$ cat src/rtl/processor.sv
// processor -- two-cycle (FETCH/EXEC) 32-bit processor core.
//
// Ports:
//   clk         sole clock, all state changes on its rising edge
//   reset       synchronous active-low reset
//   instruction 32-bit instruction word, sampled in FETCH
//   addr        registered PC; holds the store address during a ST EXEC cycle
//   out         registered data output (result, or store data during ST EXEC)
//   rw          registered bus direction, 1 only during a ST EXEC cycle
//   sys_dne     registered halt flag
//
// Hierarchy: register cells r0..r31 (storage "internal"), controller c.

// One 32-bit register-file cell. No reset: contents survive processor reset.
module register32 (
  input  logic        clk,
  input  logic        we,
  input  logic [31:0] d,
  output logic [31:0] q
);
  logic [31:0] internal;

  always_ff @(posedge clk) begin
    if (we) internal <= d;
  end

  assign q = internal;
endmodule

// FETCH/EXEC/HALT sequencer. The opcode comes from the latched IR.
module controller (
  input  logic       clk,
  input  logic       reset,
  input  logic [5:0] opcode,
  output logic [1:0] state_q
);
  typedef enum logic [1:0] {FETCH = 2'd0, EXEC = 2'd1, HALT = 2'd2} state_t;
  state_t state, state_next;

  always_ff @(posedge clk) begin
    if (!reset) state <= FETCH;
    else        state <= state_next;
  end

  always_comb begin
    state_next = state;
    case (state)
      FETCH:   state_next = EXEC;
      EXEC:    state_next = (opcode == 6'h3F) ? HALT : FETCH;
      HALT:    state_next = HALT;
      default: state_next = FETCH;
    endcase
  end

  assign state_q = state;
endmodule

module processor (
  input  logic        clk,
  input  logic        reset,
  input  logic [31:0] instruction,
  output logic [31:0] addr,
  output logic [31:0] out,
  output logic        rw,
  output logic        sys_dne
);
  localparam logic [5:0] OP_RTYPE = 6'h00;
  localparam logic [5:0] OP_LI    = 6'h0A;
  localparam logic [5:0] OP_ADDI  = 6'h0C;
  localparam logic [5:0] OP_ST    = 6'h2B;
  localparam logic [5:0] OP_HALT  = 6'h3F;
  localparam logic [1:0] S_FETCH  = 2'd0;
  localparam logic [1:0] S_EXEC   = 2'd1;

  logic [31:0] ir_reg, pc_reg, addr_reg, out_reg;
  logic        rw_reg, dne_reg;
  logic [1:0]  state;

  logic [31:0] cur, sext, ra_val, rb_val, result;
  logic [5:0]  opcode;
  logic [4:0]  rd, ra_sel, rb_sel;
  logic        wb_en;
  logic [31:0] we;
  logic [31:0] rf_q [32];

  controller c (.clk(clk), .reset(reset), .opcode(ir_reg[31:26]), .state_q(state));

  // In FETCH the live instruction is decoded so a store can set up its bus
  // cycle on the FETCH edge; in EXEC/HALT the latched IR is decoded.
  assign cur    = (state == S_FETCH) ? instruction : ir_reg;
  assign opcode = cur[31:26];
  assign rd     = cur[25:21];
  assign sext   = {{16{cur[15]}}, cur[15:0]};
  assign ra_sel = cur[20:16];
  // Port B reads rd for a store (data to drive on out), rt otherwise.
  assign rb_sel = (opcode == OP_ST) ? rd : cur[15:11];
  assign ra_val = rf_q[ra_sel];
  assign rb_val = rf_q[rb_sel];

  always_comb begin
    wb_en  = 1'b0;
    result = 32'd0;
    case (opcode)
      OP_LI:   begin wb_en = 1'b1; result = sext; end
      OP_ADDI: begin wb_en = 1'b1; result = ra_val + sext; end
      OP_RTYPE: begin
        wb_en = 1'b1;
        case (cur[5:0])
          6'h20:   result = ra_val + rb_val;
          6'h22:   result = ra_val - rb_val;
          6'h24:   result = ra_val & rb_val;
          6'h25:   result = ra_val | rb_val;
          6'h26:   result = ra_val ^ rb_val;
          6'h2A:   result = {31'd0, $signed(ra_val) < $signed(rb_val)};
          default: wb_en = 1'b0;
        endcase
      end
      default: wb_en = 1'b0;
    endcase
  end

  // Write-back only on a non-reset EXEC edge.
  generate
    for (genvar gi = 0; gi < 32; gi++) begin : g_we
      assign we[gi] = reset && (state == S_EXEC) && wb_en && (rd == gi[4:0]);
    end
  endgenerate

  register32 r0  (.clk(clk), .we(we[0]),  .d(result), .q(rf_q[0]));
  register32 r1  (.clk(clk), .we(we[1]),  .d(result), .q(rf_q[1]));
  register32 r2  (.clk(clk), .we(we[2]),  .d(result), .q(rf_q[2]));
  register32 r3  (.clk(clk), .we(we[3]),  .d(result), .q(rf_q[3]));
  register32 r4  (.clk(clk), .we(we[4]),  .d(result), .q(rf_q[4]));
  register32 r5  (.clk(clk), .we(we[5]),  .d(result), .q(rf_q[5]));
  register32 r6  (.clk(clk), .we(we[6]),  .d(result), .q(rf_q[6]));
  register32 r7  (.clk(clk), .we(we[7]),  .d(result), .q(rf_q[7]));
  register32 r8  (.clk(clk), .we(we[8]),  .d(result), .q(rf_q[8]));
  register32 r9  (.clk(clk), .we(we[9]),  .d(result), .q(rf_q[9]));
  register32 r10 (.clk(clk), .we(we[10]), .d(result), .q(rf_q[10]));
  register32 r11 (.clk(clk), .we(we[11]), .d(result), .q(rf_q[11]));
  register32 r12 (.clk(clk), .we(we[12]), .d(result), .q(rf_q[12]));
  register32 r13 (.clk(clk), .we(we[13]), .d(result), .q(rf_q[13]));
  register32 r14 (.clk(clk), .we(we[14]), .d(result), .q(rf_q[14]));
  register32 r15 (.clk(clk), .we(we[15]), .d(result), .q(rf_q[15]));
  register32 r16 (.clk(clk), .we(we[16]), .d(result), .q(rf_q[16]));
  register32 r17 (.clk(clk), .we(we[17]), .d(result), .q(rf_q[17]));
  register32 r18 (.clk(clk), .we(we[18]), .d(result), .q(rf_q[18]));
  register32 r19 (.clk(clk), .we(we[19]), .d(result), .q(rf_q[19]));
  register32 r20 (.clk(clk), .we(we[20]), .d(result), .q(rf_q[20]));
  register32 r21 (.clk(clk), .we(we[21]), .d(result), .q(rf_q[21]));
  register32 r22 (.clk(clk), .we(we[22]), .d(result), .q(rf_q[22]));
  register32 r23 (.clk(clk), .we(we[23]), .d(result), .q(rf_q[23]));
  register32 r24 (.clk(clk), .we(we[24]), .d(result), .q(rf_q[24]));
  register32 r25 (.clk(clk), .we(we[25]), .d(result), .q(rf_q[25]));
  register32 r26 (.clk(clk), .we(we[26]), .d(result), .q(rf_q[26]));
  register32 r27 (.clk(clk), .we(we[27]), .d(result), .q(rf_q[27]));
  register32 r28 (.clk(clk), .we(we[28]), .d(result), .q(rf_q[28]));
  register32 r29 (.clk(clk), .we(we[29]), .d(result), .q(rf_q[29]));
  register32 r30 (.clk(clk), .we(we[30]), .d(result), .q(rf_q[30]));
  register32 r31 (.clk(clk), .we(we[31]), .d(result), .q(rf_q[31]));

  // pc_reg is the architectural PC; addr_reg is what the bus sees, which is
  // the PC except for the single EXEC cycle of a store.
  always_ff @(posedge clk) begin
    if (!reset) begin
      ir_reg   <= 32'd0;
      pc_reg   <= 32'd0;
      addr_reg <= 32'd0;
      out_reg  <= 32'd0;
      rw_reg   <= 1'b0;
      dne_reg  <= 1'b0;
    end else if (state == S_FETCH) begin
      ir_reg <= instruction;
      if (opcode == OP_ST) begin
        rw_reg   <= 1'b1;
        out_reg  <= rb_val;
        addr_reg <= ra_val + sext;
      end
    end else if (state == S_EXEC) begin
      rw_reg <= 1'b0;
      if (opcode == OP_HALT) begin
        dne_reg <= 1'b1;
      end else begin
        pc_reg   <= pc_reg + 32'd4;
        addr_reg <= pc_reg + 32'd4;
        if (wb_en) out_reg <= result;
      end
    end
  end

  assign addr    = addr_reg;
  assign out     = out_reg;
  assign rw      = rw_reg;
  assign sys_dne = dne_reg;
endmodule

$ cat config.mk
export PLATFORM = sky130hd
export DESIGN_NAME = processor
export DESIGN_NICKNAME = d
export VERILOG_FILES = /design/src/rtl/processor.sv
export SDC_FILE = /design/constraint.sdc
export NUM_CORES = 2
export LEC_CHECK = 0
export BUFFER_PORTS_ARGS = -buffer_cell sky130_fd_sc_hd__buf_4
export CAP_MARGIN = 20
export CORE_UTILIZATION = 45
export CTS_BUF_LIST = sky130_fd_sc_hd__clkbuf_8 sky130_fd_sc_hd__clkbuf_16
export CTS_CLUSTER_SIZE = 30
export DETAILED_ROUTE_END_ITERATION = 12
export PLACE_DENSITY = 0.59
export SYNTH_ARGS = -nofsm -noshare
export SYNTH_HDL_FRONTEND = slang
export SYNTH_SLANG_ARGS = --single-unit
$ cat constraint.sdc
create_clock -name clk -period 7.8 [get_ports clk]
set_clock_uncertainty 0.1 [all_clocks]
set_input_delay 1.56 -clock clk [delete_from_list [all_inputs] [get_ports clk]]
set_output_delay 1.56 -clock clk [all_outputs]
set_load 0.03 [all_outputs]
### After elaboration in Yosys (flattened, before gate mapping)

Index checks and enable logic that the tools add are counted.

| storage, ports and cells | value |
|---|---|
| input bits | 34 |
| register bits after elaboration | 1156 |
| output and inout bits | 66 |
| logic and storage cells | 171 |

| cells by class | value |
|---|---|
| bitwise logic cells | 7 |
| multiplexer cells | 26 |
| add/sub/neg operators | 4 |
| reductions and logical operators | 46 |
| order comparisons | 3 |
| eq/ne operators | 46 |

Operators by type and width:

| kind | count |
|---|---|
| $mux W32 | 14 |
| $bmux W32 S5 | 2 |
| $pmux W32 S6 | 1 |
| $pmux W32 S3 | 1 |
| $eq A5 B5 Y1 const B | 16 |
| $add A32 B32 Y32 | 2 |
| $eq A6 B6 Y1 const B | 9 |
| $eq A5 B4 Y1 const B | 8 |
| $logic_and A1 B1 Y1 | 34 |
| $add A32 B3 Y32 const B | 1 |
| $and A32 B32 Y32 | 1 |
| $lt A32 B32 Y1 | 1 |
| $or A32 B32 Y32 | 1 |
| $sub A32 B32 Y32 | 1 |
| $xor A32 B32 Y32 | 1 |
| $eq A5 B3 Y1 const B | 4 |
| $eq A6 B4 Y1 const B | 2 |
| $ge A6 B6 Y1 const B | 2 |
| $not A5 Y6 | 2 |
| $eq A5 B2 Y1 const B | 2 |
| $reduce_and A3 Y1 | 3 |
| $logic_not A6 Y1 | 1 |
| $pmux W2 S3 | 1 |
| $reduce_or A6 Y1 | 1 |
| 16 further kinds | 21 |

### Longest topological paths before layout

| depth | value |
|---|---|
| word-level depth | 15 |
| depth in mapped cells | 28 |
| mapped depth without buffers | 22 |

### Cells and area by module

From an unflattened synthesis, not the netlist that was laid out.

| second synthesis, totals | value |
|---|---|
| cell total of the unflattened synthesis | 4319 |
| area total of the unflattened synthesis | 60325.4 um2 |

By module, submodules not included:

| module | instances | area an instance (um2) | cells each | sequential area each (um2) |
|---|---|---|---|---|
| register32 | 32 | 960.9 | 32 | 960.9 |
| processor | 1 | 29497.0 | 3287 | 2562.5 |
| controller | 1 | 78.8 | 8 | 40.0 |

### Worst setup path before layout

OpenSTA, ideal clock, no wires.

| timing | value |
|---|---|
| path kind | input to register |
| from | in instruction[28] |
| to | reg r0.internal[23], in the netlist r0.q[23] (data pin) |
| arrival time | 7320 ps |
| cell stages on the path | 22 |
| data required time | 7236 ps |
| slack | -84 ps |
| library setup time | 464 ps |
| buffers on the path | 4 |
| cells stage by stage | or4_4 o31a_4 o21ai_4 and2_1 buf_6 buf_4 buf_2 nand2_1 a311oi_1 nor3_1 or4_4 inv_1 ha_1 clkbuf_1 or3_1 nor2_1 a211oi_1 o31a_1 o41a_1 o22ai_1 a22oi_1 o21ai_0 |

| between the ends | value |
|---|---|
| word-level cells in the longest chain between the ends | 10 |
| elaborated cells between the ends (all ways) | 17 |
| those cells by class | add/sub (2); eq/ne (3); mux (7); bitwise (4); reduce/logical (1) |

Ends and longest elaborated chain:

| what | RTL line | text |
|---|---|---|
| from (decl) | 61 | `input logic [31:0] instruction,` |
| $mux W32 * | -- |  |
| $eq A6 B6 Y1 | 96 | `assign rb_sel = (opcode == OP_ST) ? rd : cur[15:11];` |
| $mux W5 | 96 |  |
| $not A5 Y6 (implied by the code) | 98 | `assign rb_val = rf_q[rb_sel];` |
| $bmux W32 S5 | 98 |  |
| $mux W32 (implied by the code) (2 in a row) | 98 |  |
| $sub A32 B32 Y32, or another cell as far along | 110 | `6'h22: result = ra_val - rb_val;` |
| $pmux W32 S6 | 108 | `case (cur[5:0])` |
| $pmux W32 S3 * | 103 | `case (opcode)` |
| net r0.d[23] | 18 | `input logic [31:0] d,` |
| to (signal assigned) | 24 | `if (we) internal <= d;` |
| to (decl) | 21 | `logic [31:0] internal;` |

Mark *: on every way through the listed nets, which the timed path passes. The rest lies on a longest branch. The select of a mux whose other input is x is not followed.
A chain may end at the register's enable or synchronous reset.

### Worst setup path in the final report

| timing | value |
|---|---|
| from | in instruction[28] |
| to | reg r29.internal[15], in the netlist r29.q[15] (data pin) |

| between the ends | value |
|---|---|
| word-level cells in the longest chain between the ends | 10 |
| elaborated cells between the ends (all ways) | 17 |
| those cells by class | add/sub (2); eq/ne (3); mux (7); bitwise (4); reduce/logical (1) |

Ends and longest elaborated chain:

| what | RTL line |
|---|---|
| $mux W32 * | -- |
| $eq A6 B6 Y1 | 96 |
| $mux W5 | 96 |
| $not A5 Y6 (implied by the code) | 98 |
| $bmux W32 S5 | 98 |
| $mux W32 (implied by the code) (2 in a row) | 98 |
| $sub A32 B32 Y32, or another cell as far along | 110 |
| $pmux W32 S6 | 108 |
| $pmux W32 S3 * | 103 |
| net r0.d[15] | 18 |
| to (signal assigned) | 24 |
| to (decl) | 21 |

Marks and branches as above.

==> flow_metrics.tcl <==
set metrics [dict create \
    cts_tree "yes" \
    status "finished clean" \
    vias 51600 \
    port_buffers 99 \
    clkSinkCount 1154 \
    synth_commonest_cells "1,024 x edfxtp_1, 981 x nand2_1, 260 x mux4_2" \
    drc 0 \
    dieArea_sq_um 140000 \
    drtPass1Iterations 8 \
    period_minus_slack_ps 7620 \
    syn_avg_cell_area_sq_um 11.6 \
    critPathRequiredTime_ps 8210 \
    grt_pass1_wl_mm 356 \
    clk_latency_ps 800 \
    leakage_uw 0.0275 \
    antenna_found_initial 4 \
    synthArstFlopShare_pct 0 \
    drtIter0Drc 7580 \
    drive_above_1_share_pct 23.8 \
    peakVddDrop_mv 0.174 \
    slew_viol_final 0 \
    gp_congestion 1.06 \
    yosysTopAreaCell "edfxtp_1" \
    dpl.cell_count 7537 \
    die_width_um 374 \
    postRouteAntennaNets 0 \
    fmax_ghz 0.131 \
    rows 136 \
    grt_pass1_vias 48900 \
    synth_flop_cell "edfxtp_1" \
    wire_per_inst_um 32.5 \
    syn-num-nets 5545 \
    tightest_slew_ps 1230 \
    endpoint_kind "flop" \
    crit_path_start_kind "input port" \
    cp_max_fo 34 \
    synth_cell_types 94 \
    yosysTopAreaCellShare_pct 49.3 \
    ys_warn_count 0 \
    grt_max_degree 89 \
    viasPerCell 6.63 \
    path_class "input port to flop" \
    grt-ovfl-total 0 \
    worstHoldPathType "flop to flop" \
    dpl.hpwl_mm 164 \
    synthTopCellsByArea "edfxtp_1 49%, mux4_2 9.4%, nand2_1 5.9%" \
    die_h_um 374 \
    syn_to_final_growth_pct 19.7 \
    cts_buffers 131 \
    ctsRootBufferMaster "clkbuf_16" \
    powerDensity_nw_per_um2 246 \
    relSlewSlack_pct 17.6 \
    h-tree-depth 4 \
    postSynthCellCount 5376 \
    synth_seq_cells 1154 \
    max-cap-violations 0 \
    crit_arrival_ps 8030 \
    finalPower_uw 18400 \
    clock_path_buffers 3 \
    synth_edf_count 1024 \
    synth_most_common_cell "edfxtp_1" \
    layout.nets 6047 \
    coreArea_sq_um 137000 \
    pin_count 100 \
    fin_cells 7775 \
    fin_crit_sh_pct 97.7 \
    initial_core_util_pct 45.4 \
    clk_pin_slew_ps 60 \
    wirelength_mm 253 \
    grtUsageTotal_pct 35.4 \
    ys_seq_area_share_pct 53.4 \
    finalSetupViolations 0 \
    syn_area_sq_um 62400 \
    hold_violations 0 \
    rsz0062_at_grt "no" \
]
==> layer usage <==
metal  vias up  track usage, %  share of wire, %
met3       634            7.57                11
met1     25700            47.7                38
li1      21800               -                 -
met2      3494            53.6                44
met4         2            19.4               5.9
met5         -               0            0.0044
==> through the flow <==
step                      hold WS (ps)  setup TNS (ps)  setup slack, ps  area, sq um  util [%]
after global placement             341         -152240             -619        70400      51.2
final                              355               0              180        74700      54.3
after floorplan                    352               0             1.50        62400         -
after global routing               383               0             30.0        74700      54.3
after CTS                          354               0              159        74700      54.3
after detailed placement           347         -175140             -634        70400      51.2
==> worst paths after layout <==
check | slack, ps | cells past startpoint | endpoint | start
setup reg to reg | 280 | 26 | r29.q[15] | c.state_q[1]
hold reg to reg | 350 | 2 | addr[20] | addr[20]
setup / recovery | 180 | 27 | r29.q[15] | instruction[28]
hold / removal | 350 | 2 | addr[20] | addr[20]
==> worst max-delay path, cell delays in order <==
cell and delay (ps):
buf_4 120, or4_4 520, o31a_4 160, o21ai_4 310, and2_4 220, buf_12 170, buf_12 240, buf_4 170
nand2_1 60, a311oi_1 260, a311oi_1 110, or4_4 570, inv_1 100, ha_1 260, a21o_1 190, and4_1 210
o211a_1 260, buf_4 150, o21ai_0 460, buf_4 220, a21oi_1 120, buf_4 190, or2_2 290, a211oi_1 570
buf_4 220, o21ai_2 80, buf_12 190
==> power breakdown <==
group / switching, uW / total (uW) / leakage [uW] / internal, uW
Combinational: 3260 / 5500 / 0.0147 / 2240
Clock: 2590 / 6150 / 0.00219 / 3560
Sequential: 29.6 / 6740 / 0.0106 / 6710
==> kinds of logic after synthesis <==
group	after synthesis	share of synthesized area [%]
adder cells (fa/ha/maj)	135	2.74
AO/OA/AOI/OAI	1182	13.4
AND/OR/NAND/NOR	1924	14.2
multiplexers	362	11.2
buffers and inverters	539	3.88
flip-flops	1154	53.4
XOR/XNOR	80	1.12
==> timing repair <==
item	in CTS	in global routing
endpoints found under the setup margin	0	98
gates resized for setup	0	2
hold buffers	0	0
buffers inserted	0	2
==> cell type report <==
type | instances | area, sq um
sequential | 1154 | 33400
inverter | 123 | 463
fill | 11600 | 62800
clock inverter | 96 | 832
antenna | 3 | 7.51
timing repair buffer | 785 | 7180
tap | 1794 | 2240
clock buffer | 137 | 3410
multi-input combinational | 3683 | 27200
==> layout by cell type (no fill, tap or decap), types with 103 or more instances in the layout <==
cell type / n
edfxtp_1: 1024
nand2_1: 978
buf_4: 682
mux4_2: 260
a211oi_1: 232
nor2_1: 223
a21oi_1: 223
and3_1: 211
a311oi_1: 187
inv_1: 148
clkbuf_16: 135
ha_1: 132
dfxtp_1: 130
nor3_1: 124
buf_12: 103
Note: power is estimated with default switching activity, not from simulation.
